`config.mk`:
```
export PLATFORM = sky130hd
export DESIGN_NAME = mtimer_flat
export DESIGN_NICKNAME = d
export VERILOG_FILES = /design/src/rtl/mtimer_if.sv /design/src/rtl/mtimer.sv /design/src/flat_wrapper.sv
export SDC_FILE = /design/constraint.sdc
export NUM_CORES = 1
export LEC_CHECK = 0
export CAP_MARGIN = 20
export CORE_ASPECT_RATIO = 0.5
export CORE_MARGIN = 3
export CORE_UTILIZATION = 60
export CTS_BUF_LIST = sky130_fd_sc_hd__clkbuf_8
export CTS_CLUSTER_DIAMETER = 40
export DETAILED_ROUTE_END_ITERATION = 8
export PLACE_DENSITY_LB_ADDON = 0.08
export SYNTH_ARGS = -nofsm -noshare
export SYNTH_HDL_FRONTEND = slang
export SYNTH_SLANG_ARGS = --single-unit
export TNS_END_PERCENT = 20
```
`constraint.sdc`:
```
create_clock -name clk24 -period 9.8 [get_ports clk24]
set_clock_uncertainty 0.05 [all_clocks]
set_input_delay 2.45 -clock clk24 [delete_from_list [all_inputs] [get_ports clk24]]
set_output_delay 2.45 -clock clk24 [all_outputs]
set_load 0.03 [all_outputs]
```
`src/rtl/mtimer_if.sv`:
```
// Core-side register bus for the mtimer block: address, lane-shifted write data, byte
// enables, and the registered read data/hit returned one cycle later.
interface mtimer_if;
    logic [31:0] memory_address;
    logic [31:0] memory_write_value;
    logic [3:0]  memory_write_sections;
    logic [31:0] read_value;
    logic        read_hit;

    modport master (
        output memory_address, memory_write_value, memory_write_sections,
        input  read_value, read_hit
    );

    modport slave (
        input  memory_address, memory_write_value, memory_write_sections,
        output read_value, read_hit
    );
endinterface

```
`src/rtl/mtimer.sv`:
```
// 64-bit machine timer: prescaled mtime counter, NUM_CHANNELS mtimecmp compare channels.
// Optional macro MTIMER_SNAPSHOT_EN latches mtime[63:32] whenever mtime[31:0] is read.
module mtimer #(
    parameter logic [31:0] BASE_ADDRESS   = 32'h80000000,
    parameter int unsigned NUM_CHANNELS   = 1,
    parameter int unsigned PRESCALE_WIDTH = 8
) (
    input  logic                    clk24,
    input  logic                    reset,
    mtimer_if.slave                 bus,
    output logic [NUM_CHANNELS-1:0] timer_interrupt
);

    localparam logic [29:0] BASE_WORD = BASE_ADDRESS[31:2];
    localparam logic [29:0] WIN_WORDS = 30'(4 + 2 * NUM_CHANNELS);

    logic [63:0]               mtime_q, mtime_d;
    logic [63:0]               cmp_q [NUM_CHANNELS];
    logic [63:0]               cmp_d [NUM_CHANNELS];
    logic                      enable_q, enable_d;
    logic [PRESCALE_WIDTH-1:0] prescale_q, prescale_d;
    logic [PRESCALE_WIDTH-1:0] pcnt_q, pcnt_d;
    logic [NUM_CHANNELS-1:0]   irq_q, irq_d;
    logic [31:0]               rdata_q, rdata_d;
    logic                      rhit_q, rhit_d;
`ifdef MTIMER_SNAPSHOT_EN
    logic [31:0]               snap_q, snap_d;
`endif

    logic [29:0] word_off_c;
    logic        hit_c;
    logic        wr_c;
    logic        ctrl_wr_c;
    logic        tick_c;
    logic [31:0] ctrl_c;
    logic [31:0] mtime_hi_rd_c;

    function automatic logic [31:0] merge_bytes(input logic [31:0] old_v,
                                                input logic [31:0] new_v,
                                                input logic [3:0]  sect);
        logic [31:0] res;
        res = old_v;
        for (int unsigned b = 0; b < 4; b++) begin
            if (sect[b]) res[8*b +: 8] = new_v[8*b +: 8];
        end
        return res;
    endfunction

    // Address decode; addresses below the base wrap to large offsets and miss.
    assign word_off_c = bus.memory_address[31:2] - BASE_WORD;
    assign hit_c      = word_off_c < WIN_WORDS;
    assign wr_c       = hit_c && (bus.memory_write_sections != 4'b0000);
    assign ctrl_wr_c  = wr_c && (word_off_c == 30'd2);
    assign tick_c     = enable_q && (pcnt_q == prescale_q);
    assign ctrl_c     = (32'(prescale_q) << 8) | 32'(enable_q);

`ifdef MTIMER_SNAPSHOT_EN
    assign mtime_hi_rd_c = snap_q;
`else
    assign mtime_hi_rd_c = mtime_q[63:32];
`endif

    always_comb begin
        mtime_d    = mtime_q;
        cmp_d      = cmp_q;
        enable_d   = enable_q;
        prescale_d = prescale_q;
        pcnt_d     = pcnt_q;
        irq_d      = irq_q;
        rdata_d    = 32'd0;
        rhit_d     = hit_c;

        // Any mtime write freezes the whole 64-bit counter for that cycle.
        if (wr_c && word_off_c == 30'd0) begin
            mtime_d[31:0] = merge_bytes(mtime_q[31:0], bus.memory_write_value,
                                        bus.memory_write_sections);
        end else if (wr_c && word_off_c == 30'd1) begin
            mtime_d[63:32] = merge_bytes(mtime_q[63:32], bus.memory_write_value,
                                         bus.memory_write_sections);
        end else if (tick_c) begin
            mtime_d = mtime_q + 64'd1;
        end

        if (ctrl_wr_c) begin
            if (bus.memory_write_sections[0]) enable_d = bus.memory_write_value[0];
            for (int unsigned j = 0; j < PRESCALE_WIDTH; j++) begin
                if (bus.memory_write_sections[2'((8 + j) / 8)])
                    prescale_d[j] = bus.memory_write_value[5'(8 + j)];
            end
        end

        if (ctrl_wr_c || !enable_q || tick_c) pcnt_d = '0;
        else                                  pcnt_d = pcnt_q + PRESCALE_WIDTH'(1);

        for (int unsigned i = 0; i < NUM_CHANNELS; i++) begin
            if (wr_c && word_off_c == 30'(4 + 2 * i))
                cmp_d[i][31:0] = merge_bytes(cmp_q[i][31:0], bus.memory_write_value,
                                             bus.memory_write_sections);
            if (wr_c && word_off_c == 30'(5 + 2 * i))
                cmp_d[i][63:32] = merge_bytes(cmp_q[i][63:32], bus.memory_write_value,
                                              bus.memory_write_sections);
            irq_d[i] = mtime_q >= cmp_q[i];
        end

        // Reads see pre-write register values.
        if (hit_c) begin
            if (word_off_c == 30'd0)      rdata_d = mtime_q[31:0];
            else if (word_off_c == 30'd1) rdata_d = mtime_hi_rd_c;
            else if (word_off_c == 30'd2) rdata_d = ctrl_c;
            for (int unsigned i = 0; i < NUM_CHANNELS; i++) begin
                if (word_off_c == 30'(4 + 2 * i)) rdata_d = cmp_q[i][31:0];
                if (word_off_c == 30'(5 + 2 * i)) rdata_d = cmp_q[i][63:32];
            end
        end
    end

`ifdef MTIMER_SNAPSHOT_EN
    always_comb begin
        snap_d = snap_q;
        if (hit_c && word_off_c == 30'd0) snap_d = mtime_q[63:32];
    end

    always_ff @(posedge clk24 or posedge reset) begin
        if (reset) snap_q <= 32'd0;
        else       snap_q <= snap_d;
    end
`endif

    always_ff @(posedge clk24 or posedge reset) begin
        if (reset) begin
            mtime_q    <= 64'd0;
            for (int unsigned i = 0; i < NUM_CHANNELS; i++) cmp_q[i] <= '1;
            enable_q   <= 1'b1;
            prescale_q <= '0;
            pcnt_q     <= '0;
            irq_q      <= '0;
            rdata_q    <= 32'd0;
            rhit_q     <= 1'b0;
        end else begin
            mtime_q    <= mtime_d;
            cmp_q      <= cmp_d;
            enable_q   <= enable_d;
            prescale_q <= prescale_d;
            pcnt_q     <= pcnt_d;
            irq_q      <= irq_d;
            rdata_q    <= rdata_d;
            rhit_q     <= rhit_d;
        end
    end

    assign bus.read_value  = rdata_q;
    assign bus.read_hit    = rhit_q;
    assign timer_interrupt = irq_q;

endmodule

```
`src/flat_wrapper.sv`:
```
// flat-port wrapper written by rule: the top's interface ports become plain ports
module mtimer_flat 
#(
    parameter logic [31:0] BASE_ADDRESS   = 32'h80000000,
    parameter int unsigned NUM_CHANNELS   = 1,
    parameter int unsigned PRESCALE_WIDTH = 8
)
  (clk24, reset, timer_interrupt, bus_memory_address, bus_memory_write_value, bus_memory_write_sections, bus_read_value, bus_read_hit);
  mtimer_if bus_i ();
  input  logic clk24;
  input  logic reset;
  output logic [NUM_CHANNELS-1:0] timer_interrupt;
  input wire logic [$bits(bus_i.memory_address)-1:0] bus_memory_address;
  input wire logic [$bits(bus_i.memory_write_value)-1:0] bus_memory_write_value;
  input wire logic [$bits(bus_i.memory_write_sections)-1:0] bus_memory_write_sections;
  output wire logic [$bits(bus_i.read_value)-1:0] bus_read_value;
  output wire logic [$bits(bus_i.read_hit)-1:0] bus_read_hit;
  assign bus_i.memory_address = bus_memory_address;
  assign bus_i.memory_write_value = bus_memory_write_value;
  assign bus_i.memory_write_sections = bus_memory_write_sections;
  assign bus_read_value = bus_i.read_value;
  assign bus_read_hit = bus_i.read_hit;
  mtimer #(.BASE_ADDRESS(BASE_ADDRESS), .NUM_CHANNELS(NUM_CHANNELS), .PRESCALE_WIDTH(PRESCALE_WIDTH)) u_core (.clk24(clk24), .reset(reset), .bus(bus_i), .timer_interrupt(timer_interrupt));
endmodule
```
; ---- Yosys cells after proc, flatten, opt, wreduce, memory -nomap -nowiden
; Cells that the tools add are included.
[op_classes]
n_bitwise = 2
n_reduce_logical = 32
muxes = 15
n_addsub = 3
n_eq_ne = 14
magnitude_cmp = 2
[op_table]
columns = cell, n
row1 = 32-bit two-way mux, 9
row2 = 64-bit by 1-bit adder with 64-bit output (second input constant), 1
row3 = 64-bit greater-or-equal comparator, 1
row4 = 64-bit two-way mux, 1
row5 = 30-bit by 3-bit equality test with 1-bit output (second input constant), 2
row6 = 8-bit two-way mux, 5
row7 = 30-bit by 1-bit equality test with 1-bit output (second input constant), 1
row8 = 30-bit by 2-bit equality test with 1-bit output (second input constant), 1
row9 = 30-bit zero test, 1
row10 = 30-bit by 3-bit less-than comparator with 1-bit output (second input constant), 1
row11 = 30-bit subtractor (second input constant), 1
row12 = 3-bit AND reduction, 8
row13 = 2-bit AND reduction, 10
row14 = 2-bit inequality test (second input constant), 8
row15 = 16-bit by 1-bit bitwise OR with 16-bit output, 1
row16 = 8-bit by 1-bit adder with 8-bit output (second input constant), 1
row17 = 8-bit equality test, 1
row18 = 1-bit logical AND, 7
row19 = 2-bit nonzero test, 2
row20 = 4-bit nonzero test, 1
row21 = 1-bit logical OR, 2
row22 = 2-bit by 1-bit inequality test with 1-bit output (second input constant), 1
row23 = 1-bit zero test, 1
row24 = 1-bit NOT, 1
[word_totals]
ff_bits = 179
out_inout_bits = 34
word_cells = 90

; ---- Longest topological paths before layout
[depth]
depth_word = 8
mapped_depth = 10
depth_no_buf = 9

; ---- Least setup slack after synthesis
; Ideal clock, no wire load.
[synth_timing]
path_type = input to register
start = input bus_memory_address[30]
end = register u_core.mtime_q[17]
slack_ns = 5.328
arrival_ns = 4.296
setup_ns = 0.126
cell_stages = 9
n_path_buf = 2
required_ns = 9.624
path_cell_list = nor4b_1 > nand4_1 > or4_1 > buf_2 > o21ai_4 > a21oi_2 > buf_2 > a21oi_1 > a21oi_1
[synth_via]
elab_chain_len = 6
[synth_lines]
columns = item, line_no
row1 = start: declaration, flat_wrapper.sv:13  ; input wire logic [$bits(bus_i.memory_address)-1:0] bus_memory_address;
row2 = 30-bit subtractor *, mtimer.sv:50  ; assign word_off_c = bus.memory_address[31:2] - BASE_WORD;
row3 = 30-bit by 3-bit less-than comparator with 1-bit output, mtimer.sv:51  ; assign hit_c = word_off_c < WIN_WORDS;
row4 = 1-bit logical AND, mtimer.sv:52  ; assign wr_c = hit_c && (bus.memory_write_sections != 4'b0000);
row5 = "1-bit logical AND, on equally long branches", "mtimer.sv:74, mtimer.sv:77"
row6 = "2-bit inequality test (no line), or another cell as far along", --
row7 = 3-bit AND reduction (no line), --
row8 = end signal: assignment, mtimer.sv:140  ; mtime_q <= mtime_d;
row9 = end: declaration, mtimer.sv:17  ; logic [63:0] mtime_q, mtime_d;
; Mark *: on every way between the ends. The rest lies on a longest branch, timed or not.
; A chain may end at the register's enable or synchronous reset.

; ---- Final worst setup path
[layout_timing]
start = input bus_memory_address[30]
end = register u_core.rdata_q[8] (netlist: u_core.bus.read_value[8])
[layout_via]
elab_chain_len = 8
[layout_lines]
columns = item, line_no
row1 = 30-bit subtractor *, mtimer.sv:50
row2 = 30-bit by 2-bit equality test with 1-bit output, mtimer.sv:109  ; else if (word_off_c == 30'd2) rdata_d = ctrl_c;
row3 = 32-bit two-way mux, mtimer.sv:109
row4 = 32-bit two-way mux, mtimer.sv:108  ; else if (word_off_c == 30'd1) rdata_d = mtime_hi_rd_c;
row5 = 32-bit two-way mux, mtimer.sv:107  ; if (word_off_c == 30'd0) rdata_d = mtime_q[31:0];
row6 = 32-bit two-way mux, mtimer.sv:111  ; if (word_off_c == 30'(4 + 2 * i)) rdata_d = cmp_q[i][31:0];
row7 = 32-bit two-way mux, mtimer.sv:112  ; if (word_off_c == 30'(5 + 2 * i)) rdata_d = cmp_q[i][63:32];
row8 = 32-bit two-way mux *, mtimer.sv:106  ; if (hit_c) begin
row9 = via u_core.rdata_d[8], mtimer.sv:24  ; logic [31:0] rdata_q, rdata_d;
row10 = end signal: assignment, mtimer.sv:146  ; rdata_q <= rdata_d;
row11 = end: declaration, mtimer.sv:24
; The timed path passes the listed nets; every way through them passes the cells marked *.

==> results.tsv <==
metric	value	unit
Yosys warning total	0	
Critical Setup Path Class	input port to register	
sort of element at the start of the critical path	input port	
average instance area after synthesis	9.48	um2
Worst Max-Slew Pin Slew	1.04	ns
post-CTS setup repair buffer count	0	
via total after detailed routing	9979	
area grow syn2layout	14.4	%
share of the clock period used by the worst path after layout	57.3	%
final hold violation count	0	
top cells by area, synth	dfrtp_1 (26%), dfstp_2 (15%), mux2_2 (10%)	
CTS Buf Count	17	
die area	20300	um2
clock latency at the later pin of the worst-skew pair	0.48	ns
site row count	34	
number of flops mapped to enable cells by yosys	0	
Starting Density	62.6	%
number of buffers added to fix hold violations after cts	0	
area of the core	17800	um2
number of iterations in the first detailed-routing pass	6	
RR Startpoint	u_core.mtime_q[0]$_DFFE_PP0P_	
drt total wl	32700	um
Crit Path Max Fanout	19	
vias in the first global route	9601	
r2r endpoint	u_core.mtime_q[58]$_DFFE_PP0P_	
fraction of the yosys area taken by sequential cells	40.9	%
final routed wire length divided by cell count	21.8	um
clock root buffer	clkbuf_8	
maximum number of pins on one net before global-route repair	107	
setup repair after global routing missed its margin	false	
data arrival time of the worst path	5.93	ns
CTS tree	built	
Setup Viol. Count Final	0	
total congestion overflow after global routing	0	
clock sink count	179	
total leakage power	5.41	nW
wire length of the first global-routing pass	51200	um
number of routed nets with antenna violations	0	
overall power after layout	0.00142	W
pwr dens	111	nW/um2
result of the run	finished clean	
most common library cells after synthesis	a21oi_1 (123), dfrtp_1 (114), mux2_2 (101)	
vias per cell	6.65	
number of buffers between clock root and the deepest sink	2	
fin util	71.7	%
Synth Register Bits	179	
R2R depth	8	
fraction of layout cells with a size suffix above 1	19.6	%
Resized Gates After CTS	0	
count of routing violations after the opening detailed-route iteration	1227	
ANT cells	0	
DR DRC count	0	
Horiz. Die Dim	199	um
count of nets after finishing	1389	
total routing resource utilization after global routing	32.7	%
final instance area	12700	um2
height of the chip	102	um
placed wire-length estimate	23300	um
final count of pins violating max slew	0	
count of distinct cell types in the synthesized netlist	76	
clock transition time at the flip-flop clock pins of the worst setup and hold paths	0.10	ns
post-route minimum period	5.61	ns
capturing instance or port of the critical path	u_core.bus.read_value[8]$_DFF_PP0_	
Data required, critical path	10.12	ns
leading register cell type out of synthesis	dfrtp_1	
number of buffers added on ports	101	
normalized max-slew margin	30.5	%
area share of the leading cell type in the synthesized netlist	25.6	%
Yosys top cell by area	dfrtp_1	
worst vdd rail ir drop	0.0000991	V
final RePlAce weighted congestion	0.982	
setup TNS	0	ns
Placed Area	12300	um2
Net Count, Synth	1311	
Reg2Reg Setup Slack	6.41	ns
worst hold path class	register to register	
Top-Level Pins	104	
top achievable clock speed	178	MHz
most frequent cell after synthesis	a21oi_1	
critical hold path startpoint	u_core.cmp_q[15]$_DFFE_PP1P_	
endpoint type of the worst setup path	register	
synthesized area	11100	um2
# H-tree levels	4	
CP startpoint	bus_memory_address[30]	
Post-Synthesis Cells	1175	
Synth async-reset ratio	100	%
number of antenna violations at the first check in global routing	0	
count of max-cap constraint violations	0	
## state kept, by name (all words and copies together), names as in the netlist
signal                  cells
u_core.cmp_q               64
u_core.pcnt_q               8
u_core.mtime_q             64
u_core.bus.read_value      32
u_core.timer_interrupt      1
u_core.bus.read_hit         1
u_core.prescale_q           8
u_core.enable_q             1
## power breakdown
part / leakage [nW] / switching [W] / internal [W]
sequential: 2.25 / 0.0000000000231 / 0.000740
combinational: 2.92 / 0.0000378 / 0.0000278
clock: 0.240 / 0.000296 / 0.000315
total: 5.41 / 0.000334 / 0.00108
## critical path, stage by stage
cell             delay [ns]
clkdlybuf4s50_1        0.40
nor4b_1                0.33
nand4_1                0.43
or4_1                  0.80
nor2_2                 0.66
buf_4                  0.41
a221o_1                0.16
o21ai_1                0.06
a21oi_1                0.24
## metal layers
layer	vias to the layer above	wire length, um	GRT usage (%)
met5	-	0	0
met4	0	718	10.6
met3	85	3440	8.56
met2	544	14500	50.5
met1	4835	14100	45.6
li1	4515	-	-
## metrics by stage
step / std cells / setup WS, ns / hold WS [ns]
global placement: 1466 / 3.55 / 0.494
finish: 1500 / 4.19 / 0.506
floorplan: 1175 / 2.55 / 0.454
global route: 1500 / 4.08 / 0.523
detailed placement: 1466 / 3.52 / 0.498
CTS: 1498 / 4.01 / 0.507
## cell families (layout without fill, tap and decap cells)
kind of cell | Yosys count | after routing | synth area share (%)
buffers and inverters | 129 | 220 | 4.96
adder cells (fa/ha/maj) | 66 | 66 | 7.41
AO/OA/AOI/OAI | 350 | 350 | 19.5
flip-flops | 179 | 179 | 40.9
multiplexers | 104 | 104 | 10.5
XOR/XNOR | 14 | 14 | 1.10
AND/OR/NAND/NOR | 333 | 333 | 15.6
## worst min-delay path by stage
stage | depth (start not counted) | slack [ns] | to
final | 2 | 0.51 | u_core.bus.read_value[15]$_DFF_PP0_
after global routing | 2 | 0.52 | u_core.bus.read_value[15]$_DFF_PP0_
after CTS | 2 | 0.51 | u_core.bus.read_value[15]$_DFF_PP0_
after detailed placement | 2 | 0.50 | u_core.bus.read_value[15]$_DFF_PP0_
after global placement | 2 | 0.49 | u_core.pcnt_q[7]$_DFF_PP0_
after floorplan | 1 | 0.45 | u_core.pcnt_q[0]$_DFF_PP0_
## layout by cell type (no fill, tap or decap), types with 7 or more instances in the layout
cell type | synthesis | layout
nor4_1 | 9 | 9
xnor2_1 | 9 | 9
nor3_1 | 14 | 14
inv_1 | 77 | 77
buf_4 | 5 | 9
and4_1 | 8 | 8
dfrtp_1 | 114 | 114
a211oi_1 | 9 | 9
o22ai_1 | 20 | 20
and2_1 | 9 | 9
and3_1 | 13 | 13
a21o_1 | 20 | 20
ha_1 | 66 | 66
a21oi_1 | 123 | 122
nand3_1 | 41 | 41
nor2_1 | 69 | 69
nand2_1 | 91 | 90
a221oi_1 | 26 | 26
a221o_1 | 7 | 7
nand4_1 | 30 | 30
o21ai_0 | 87 | 87
or3_1 | 14 | 14
mux2_2 | 101 | 101
clkdlybuf4s50_1 | 0 | 100
clkbuf_8 | 0 | 18
dfstp_2 | 65 | 65
## final cells by class
class	instances	area, um2
Sequential cell	179	4560
Inverter	77	294
Tap cell	234	293
Timing Repair Buffer	111	1080
Fill cell	1351	5030
Clock buffer	18	248
Clock inverter	14	224
Multi-Input combinational cell	867	6040
Power figures use the tool's default switching activity.
